===== src/rtl/kband_burst_writer.sv =====
// Avalon-MM burst write master: buffers the K-band result stream in a FIFO and
// writes it to SDRAM in full bursts only, so m0_write never bubbles mid-burst.
module kband_burst_writer #(
  parameter int DATA_W     = 128,
  parameter int ADDR_W     = 30,
  parameter int BURST_MAX  = 16,
  parameter int FIFO_DEPTH = 32
) (
  input  logic                  clk_clk,
  input  logic                  reset_reset_n,
  input  logic                  cfg_start,
  input  logic [ADDR_W-1:0]     cfg_base_addr,
  input  logic [23:0]           cfg_num_words,
  input  logic                  irq_clear,
  output logic                  busy,
  output logic                  done_irq,
  input  logic [DATA_W-1:0]     snk_data,
  input  logic                  snk_valid,
  output logic                  snk_ready,
  output logic [ADDR_W-1:0]     m0_address,
  output logic [4:0]            m0_burstcount,
  output logic [DATA_W-1:0]     m0_writedata,
  output logic                  m0_write,
  output logic [DATA_W/8-1:0]   m0_byteenable,
  input  logic                  m0_waitrequest
);

  localparam int BYTES = DATA_W / 8;
  localparam int PTR_W = $clog2(FIFO_DEPTH);
  localparam int LVL_W = PTR_W + 1;

  typedef enum logic [1:0] {IDLE, WAIT_DATA, BURST, DONE} state_t;

  state_t              state, state_next;
  logic [ADDR_W-1:0]   addr_q;
  logic [23:0]         words_left;
  logic [23:0]         in_left;
  logic [4:0]          beats;
  logic [4:0]          len;
  logic [DATA_W-1:0]   mem [FIFO_DEPTH];
  logic [PTR_W-1:0]    wr_ptr, rd_ptr;
  logic [LVL_W-1:0]    level;
  logic                push, pop, last_beat;
  logic                start, load_burst;

  assign busy          = (state != IDLE);
  // Readiness uses the registered level, so a full FIFO stalls even when popping.
  assign snk_ready     = busy && (in_left != 24'd0) && (level != LVL_W'(FIFO_DEPTH));
  assign push          = snk_valid && snk_ready;
  assign pop           = m0_write && !m0_waitrequest;
  assign last_beat     = pop && (beats == 5'd1);
  assign len           = (words_left >= 24'(BURST_MAX)) ? 5'(BURST_MAX) : words_left[4:0];
  assign m0_byteenable = '1;
  assign m0_writedata  = m0_write ? mem[rd_ptr] : '0;

  always_ff @(posedge clk_clk) begin
    if (!reset_reset_n) state <= IDLE;
    else                state <= state_next;
  end

  // NOTE: every output of a combinational block gets a default first so no latch is inferred.
  always_comb begin
    state_next = state;
    start      = 1'b0;
    load_burst = 1'b0;
    case (state)
      IDLE: begin
        if (cfg_start) begin
          start      = 1'b1;
          state_next = (cfg_num_words == 24'd0) ? DONE : WAIT_DATA;
        end
      end
      WAIT_DATA: begin
        if (level >= LVL_W'(len)) begin
          load_burst = 1'b1;
          state_next = BURST;
        end
      end
      BURST: begin
        if (last_beat) state_next = (words_left == 24'd1) ? DONE : WAIT_DATA;
      end
      DONE:    state_next = IDLE;
      default: state_next = IDLE;
    endcase
  end

  // NOTE: the FIFO storage is not reset; pointers and level are, which is what makes it empty.
  always_ff @(posedge clk_clk) begin
    if (push) mem[wr_ptr] <= snk_data;
  end

  // NOTE: sequential state uses non-blocking assignments so all registers update together.
  always_ff @(posedge clk_clk) begin
    if (!reset_reset_n) begin
      addr_q        <= '0;
      words_left    <= '0;
      in_left       <= '0;
      beats         <= '0;
      m0_address    <= '0;
      m0_burstcount <= '0;
      m0_write      <= 1'b0;
      done_irq      <= 1'b0;
      wr_ptr        <= '0;
      rd_ptr        <= '0;
      level         <= '0;
    end else begin
      if (start) begin
        addr_q     <= cfg_base_addr;
        words_left <= cfg_num_words;
        in_left    <= cfg_num_words;
      end else if (push) begin
        in_left <= in_left - 24'd1;
      end

      if (push) wr_ptr <= wr_ptr + PTR_W'(1);

      if (load_burst) begin
        beats         <= len;
        m0_burstcount <= len;
        m0_address    <= addr_q;
        m0_write      <= 1'b1;
      end

      if (pop) begin
        rd_ptr     <= rd_ptr + PTR_W'(1);
        beats      <= beats - 5'd1;
        words_left <= words_left - 24'd1;
      end

      // Address advance wraps modulo 2^ADDR_W by truncation.
      if (last_beat) begin
        m0_write <= 1'b0;
        addr_q   <= addr_q + ADDR_W'(m0_burstcount) * ADDR_W'(BYTES);
      end

      case ({push, pop})
        2'b10:   level <= level + LVL_W'(1);
        2'b01:   level <= level - LVL_W'(1);
        default: level <= level;
      endcase

      // Set has priority over clear.
      if (state_next == DONE) done_irq <= 1'b1;
      else if (irq_clear)     done_irq <= 1'b0;
    end
  end

endmodule


===== config.mk =====
export PLATFORM = sky130hd
export DESIGN_NAME = kband_burst_writer
export DESIGN_NICKNAME = d
export VERILOG_FILES = /design/src/rtl/kband_burst_writer.sv
export SDC_FILE = /design/constraint.sdc
export NUM_CORES = 2
export LEC_CHECK = 0
export ABC_AREA = 0
export ABC_CLOCK_PERIOD_IN_PS = 19550
export CORE_MARGIN = 2
export CORE_UTILIZATION = 60
export CTS_BUF_LIST = sky130_fd_sc_hd__clkbuf_2 sky130_fd_sc_hd__clkbuf_4 sky130_fd_sc_hd__clkbuf_8
export CTS_CLUSTER_DIAMETER = 100
export CTS_CLUSTER_SIZE = 20
export DETAILED_ROUTE_END_ITERATION = 8
export GPL_ROUTABILITY_DRIVEN = 0
export PLACE_DENSITY = 0.86
export SKIP_LAST_GASP = 1
export SYNTH_ARGS = -nofsm -noshare
export SYNTH_HDL_FRONTEND = slang
export SYNTH_SLANG_ARGS = --single-unit

===== constraint.sdc =====
create_clock -name clk_clk -period 19.55 [get_ports clk_clk]
set_input_delay 3.91 -clock clk_clk [delete_from_list [all_inputs] [get_ports clk_clk]]
set_output_delay 3.91 -clock clk_clk [all_outputs]
set_load 0.1 [all_outputs]

Yosys cells after proc, flatten, opt, wreduce, memory -nomap -nowiden
Memory sizes are Yosys's and may differ from the RTL's. A register that Yosys moved wholly into a read port is not among the register bits.
Index checks and enable logic that the tools add are counted.
{"block": "word_totals", "regBits": 138, "memories": 1, "mem_bits_rw": 4096, "output_inout_bits": 183, "wordCells": 77}
{"block": "op_classes", "bitwise": 1, "add_sub_neg": 8, "magnitude_cmp": 2, "eq_ne": 9, "mux": 27, "reduce_logical": 17}
{"memory": "mem", "words": 32, "word_bits": 128, "read_ports": 1, "rd_ports_with_merged_regs": 1, "wr": 1, "line_no": "40", "source": "logic [DATA_W-1:0] mem [FIFO_DEPTH];"}
{"cell": "two-way mux 128 bit", "count": 1}
{"cell": "two-way mux 24 bit", "count": 4}
{"cell": "two-way mux 30 bit", "count": 2}
{"cell": "subtractor 24 x 1 -> 24 bit, second input constant", "count": 2}
{"cell": "adder 30 x 9 -> 30 bit", "count": 1}
{"cell": "two-way mux 5 bit", "count": 5}
{"cell": "== test 24 x 1 -> 1 bit, second input constant", "count": 1}
{"cell": "greater-or-equal comparator 24 x 5 -> 1 bit, second input constant", "count": 1}
{"cell": "zero test 24 bit", "count": 1}
{"cell": "nonzero test 24 bit", "count": 1}
{"cell": "nonzero test 2 bit", "count": 7}
{"cell": "case mux 6 bit (2 select lines)", "count": 1}
{"cell": "adder 5 x 1 -> 5 bit, second input constant", "count": 2}
{"cell": "two-way mux 2 bit", "count": 5}
{"cell": "== test 2 bit, second input constant", "count": 4}
{"cell": "two-way mux 1 bit", "count": 8}
{"cell": "case mux 2 bit (4 select lines)", "count": 1}
{"cell": "adder 6 x 1 -> 6 bit, second input constant", "count": 1}
{"cell": "greater-or-equal comparator 6 x 5 -> 1 bit", "count": 1}
{"cell": "inequality test 6 bit, second input constant", "count": 1}
{"cell": "subtractor 6 x 1 -> 6 bit, second input constant", "count": 1}
{"cell": "== test 5 x 1 -> 1 bit, second input constant", "count": 1}
{"cell": "logical AND 1 bit", "count": 5}
{"cell": "subtractor 5 x 1 -> 5 bit, second input constant", "count": 1}
{"cell": "5 further kinds", "count": 6}

Logic depth before layout (Yosys ltp)
{"block": "logic_depth", "word_depth": 7, "mapped_depth": 15, "ltp_nobuf": 14}

Worst setup path before layout
OpenSTA, ideal clock, no wires.
{"block": "synth_timing", "kind": "input to register", "from": "in snk_valid", "to": "mem mem[24][0], enable pin", "arrival_time_ns": 10.171, "path_buffers": 1, "t_required_ns": 18.933, "slack_ns": 8.761, "stages": 6, "setup_ns": 0.617, "cell_sequence": "o21a_1 > o31a_1 > o21a_1 > buf_1 > nand2_1 > nor2_1"}
{"block": "synth_via", "elab_chain_cells": 3}
{"item": "start, declared", "line_no": "18", "source": "input logic snk_valid,"}
{"item": "logical AND 1 bit", "line_no": "49", "source": "assign push = snk_valid && snk_ready;"}
{"item": "two-way mux 1 bit", "line_no": "89", "source": "if (push) mem[wr_ptr] <= snk_data;"}
{"item": "two-way mux 1 bit (implied by the code)", "line_no": "89"}
{"item": "end, declared", "line_no": "40"}
No other way between the ends.

==> results_dict.tcl <==
set metrics [dict create \
    drive_above_1_share 0.205 \
    htree_levels 4 \
    finalInstanceArea_mm2 0.172 \
    period_share 0.578 \
    routed_wl_um 425000 \
    routed_via_density 7.47 \
    cts_tree "yes" \
    min_path_type "flop to flop" \
    synth_top_cell_area_share 0.766 \
    drc 0 \
    slew_violations 43 \
    drt_iter0_drc 15500 \
    violations "slew limit" \
    synth.top_cells.by_area "edfxtp_1, mux4_2, dfxtp_1" \
    slew_headroom -0.0258 \
    synth-edff-count 4096 \
    die_w_um 521 \
    synth_top_area_cell "edfxtp_1" \
    cp_cell_sequence "buf_4 > buf_4 > buf_4 > mux4_2 > o22ai_1 > o32ai_1 > clkdlybuf4s50_1" \
    cts.hold.buffers_added 0 \
    core_region_area_mm2 0.266 \
    num_io_pins 371 \
    drv_cap 0 \
    critPathRequiredTime_ns 15.64 \
    cp_max_fo 52 \
    setup_violations 0 \
    worstSetupEndpointType "output port" \
    cts_resized 0 \
    clock_latency_ns 1.15 \
    synthArstFlopShare 0 \
    clock_path_buffers 3 \
    first_pass_iters 6 \
    grt_util_met1 0.422 \
    vias 82600 \
    die_h_um 521 \
    nets 7662 \
    critPathMaxStageDelay_ns 1.29 \
    fmax_mhz 88.5 \
    cts_setup_buffers 0 \
    cp_top_family "buffers and inverters" \
    ys_warn_count 0 \
    drtAntennaViolNets 0 \
    timing.critical_path.mode_cell "buf_4" \
    dp.cells 10700 \
    place_area_mm2 0.168 \
    synth_cell_types 83 \
    grt_max_degree 163 \
    synth-main-ff-cell "edfxtp_1" \
    path_clk_slew_ns 0.13 \
    port-buffer-count 354 \
    crit_buf_inv 4 \
    hold_viol_final 0 \
    grt_pass1_wl_um 600000 \
    tns_ns 0 \
    worstPathArrival_ns 7.38 \
    cts_sinks 4239 \
    crit_type "flop to output port" \
    rsz0062_at_grt "no" \
    regToRegStartpoint "state[1]$_SDFF_PN0_" \
    post-dp-hpwl_um 215000 \
    start_kind "flop" \
    initial_core_util 0.604 \
    antenna_found_initial 54 \
    slowest_stage "clkdlybuf4s50_1" \
    grtUsageTotal 0.314 \
    layoutNonFillerInstCount 11100 \
    syn_to_final_growth_pct 7.23 \
    overflow 0 \
    grtUsageMet3 0.0765 \
    ir_drop_v 0.0000737 \
    tightest_slew_ns 1.54 \
    clock_skew_ns 0.0877 \
    min-delay-start "m0_address[23]$_SDFFE_PN0P_" \
    final.min_clock_period_ns 11.29 \
    cts_root_buffer "clkbuf_8" \
    avgSynthCellArea_um2 22.5 \
    numCtsBuffers 231 \
    die_area_mm2 0.272 \
    synth_area_mm2 0.160 \
    syn-instance-count 7136 \
    fin_util 0.648 \
    power_density_mw_per_mm2 82.8 \
    grt_pass1_vias 82200 \
    seq_area_frac_synth 0.784 \
    run_status "finished, violations left" \
    p_leak_uw 0.0502 \
    wl_per_cell_um 38.5 \
    rows 189 \
    grtUsageMet2 0.495 \
    synth_seq_cells 4239 \
    busiest_layer "met2" \
]
-- cells in the mapped netlist, types with 28 or more instances --
library cell and instances:
a21oi_1 101, a221oi_1 130, a22o_1 130, buf_1 39
buf_2 111, clkbuf_1 278, dfxtp_1 143, edfxtp_1 4096
mux4_2 1024, nand2_1 155, nand3_1 30, nor2_1 98
o211ai_1 28, o22ai_1 257, o32ai_1 128
-- report_power, final --
| part | switching [uW] | internal, uW | total [uW] |
|---|---|---|---|
| clock network | 2550 | 1150 | 3700 |
| registers | 33.2 | 10000 | 10000 |
| logic | 361 | 165 | 526 |
| total | 2950 | 11300 | 14300 |
-- worst reg2reg max path, cell delays in order (launching register included) --
cell and delay (ns):
dfxtp_1 0.51, o21a_1 0.17, o31a_1 0.40, o21a_1 0.54, nand2_1 0.59, nor2_4 0.73, buf_4 0.98, buf_4 1.03
buf_4 0.71
-- stage by stage --
stage                     hold WS, ns  total power [uW]  setup slack (ns)
final                           0.465             14300              8.26
after CTS                       0.467             14300              8.14
after global routing            0.478             14500              7.87
after detailed placement        0.449             10800              9.42
after floorplan                 0.432             10500              8.76
after global placement          0.438             10700              9.43
-- cell type report --
class | instances | area [um2]
Sequential cell | 4239 | 126000
Fill cell | 15600 | 93500
Multi-Input combinational cell | 2443 | 33000
Timing Repair Buffer | 507 | 4970
Tap cell | 3533 | 4420
Clock buffer | 256 | 3390
Clock inverter | 20 | 234
Inverter | 23 | 86.3
Antenna cell | 32 | 80.1
-- per-layer routing --
metal	vias to the layer above	part of all wire
met5	-	0.00071
met4	48	0.047
met3	1287	0.15
met2	7750	0.48
met1	42300	0.32
li1	31100	-
-- final timing paths --
path / to / slack (ns) / cells after the start
worst max register to register: mem[25][35]$_DFFE_PP_ / 13.42 / 8
worst max-delay path: m0_writedata[41] / 8.26 / 7
worst min register to register: m0_address[23]$_SDFFE_PN0P_ / 0.46 / 2
worst min-delay path: m0_address[23]$_SDFFE_PN0P_ / 0.46 / 2
-- cell usage in the layout, fill, tap and decap left out, types with 11 or more instances in the layout --
cell type        count
ha_1                27
nand4_1             22
conb_1              16
mux4_2            1024
a221oi_1           130
buf_4              136
nand3_1             30
nor2_1              65
clkbuf_8           234
o21a_1              13
a31oi_1             19
nor4_1              13
clkbuf_4            22
o21ai_0             27
a22oi_1             12
edfxtp_1          4096
nor2_4              33
a22o_1             130
o32ai_1            127
clkdlybuf4s50_1    347
inv_1               21
dfxtp_1            140
o311ai_0            11
nand2_1            153
buf_12              24
o211ai_1            28
o22ai_1            257
diode_2             32
a21oi_1            101
nor3_1              26
or3_1               13
-- state kept, by name, summed over array words and instances (netlist names), 5 cells and up, named ones only --
register	count
in_left	24
words_left	24
mem	4096
addr_q	30
level	6
beats	5
wr_ptr	5
m0_address	30
rd_ptr	5
m0_burstcount	5
-- kinds of logic after synthesis --
group / synth area share
xor+xnor: 0.000710
mux: 0.144
buf+inv: 0.0123
simple gates: 0.0138
fa+ha+maj: 0.00235
other cells: 0.0000234
flops: 0.784
compound gates: 0.0426
Note: power is estimated with default switching activity, not from simulation.
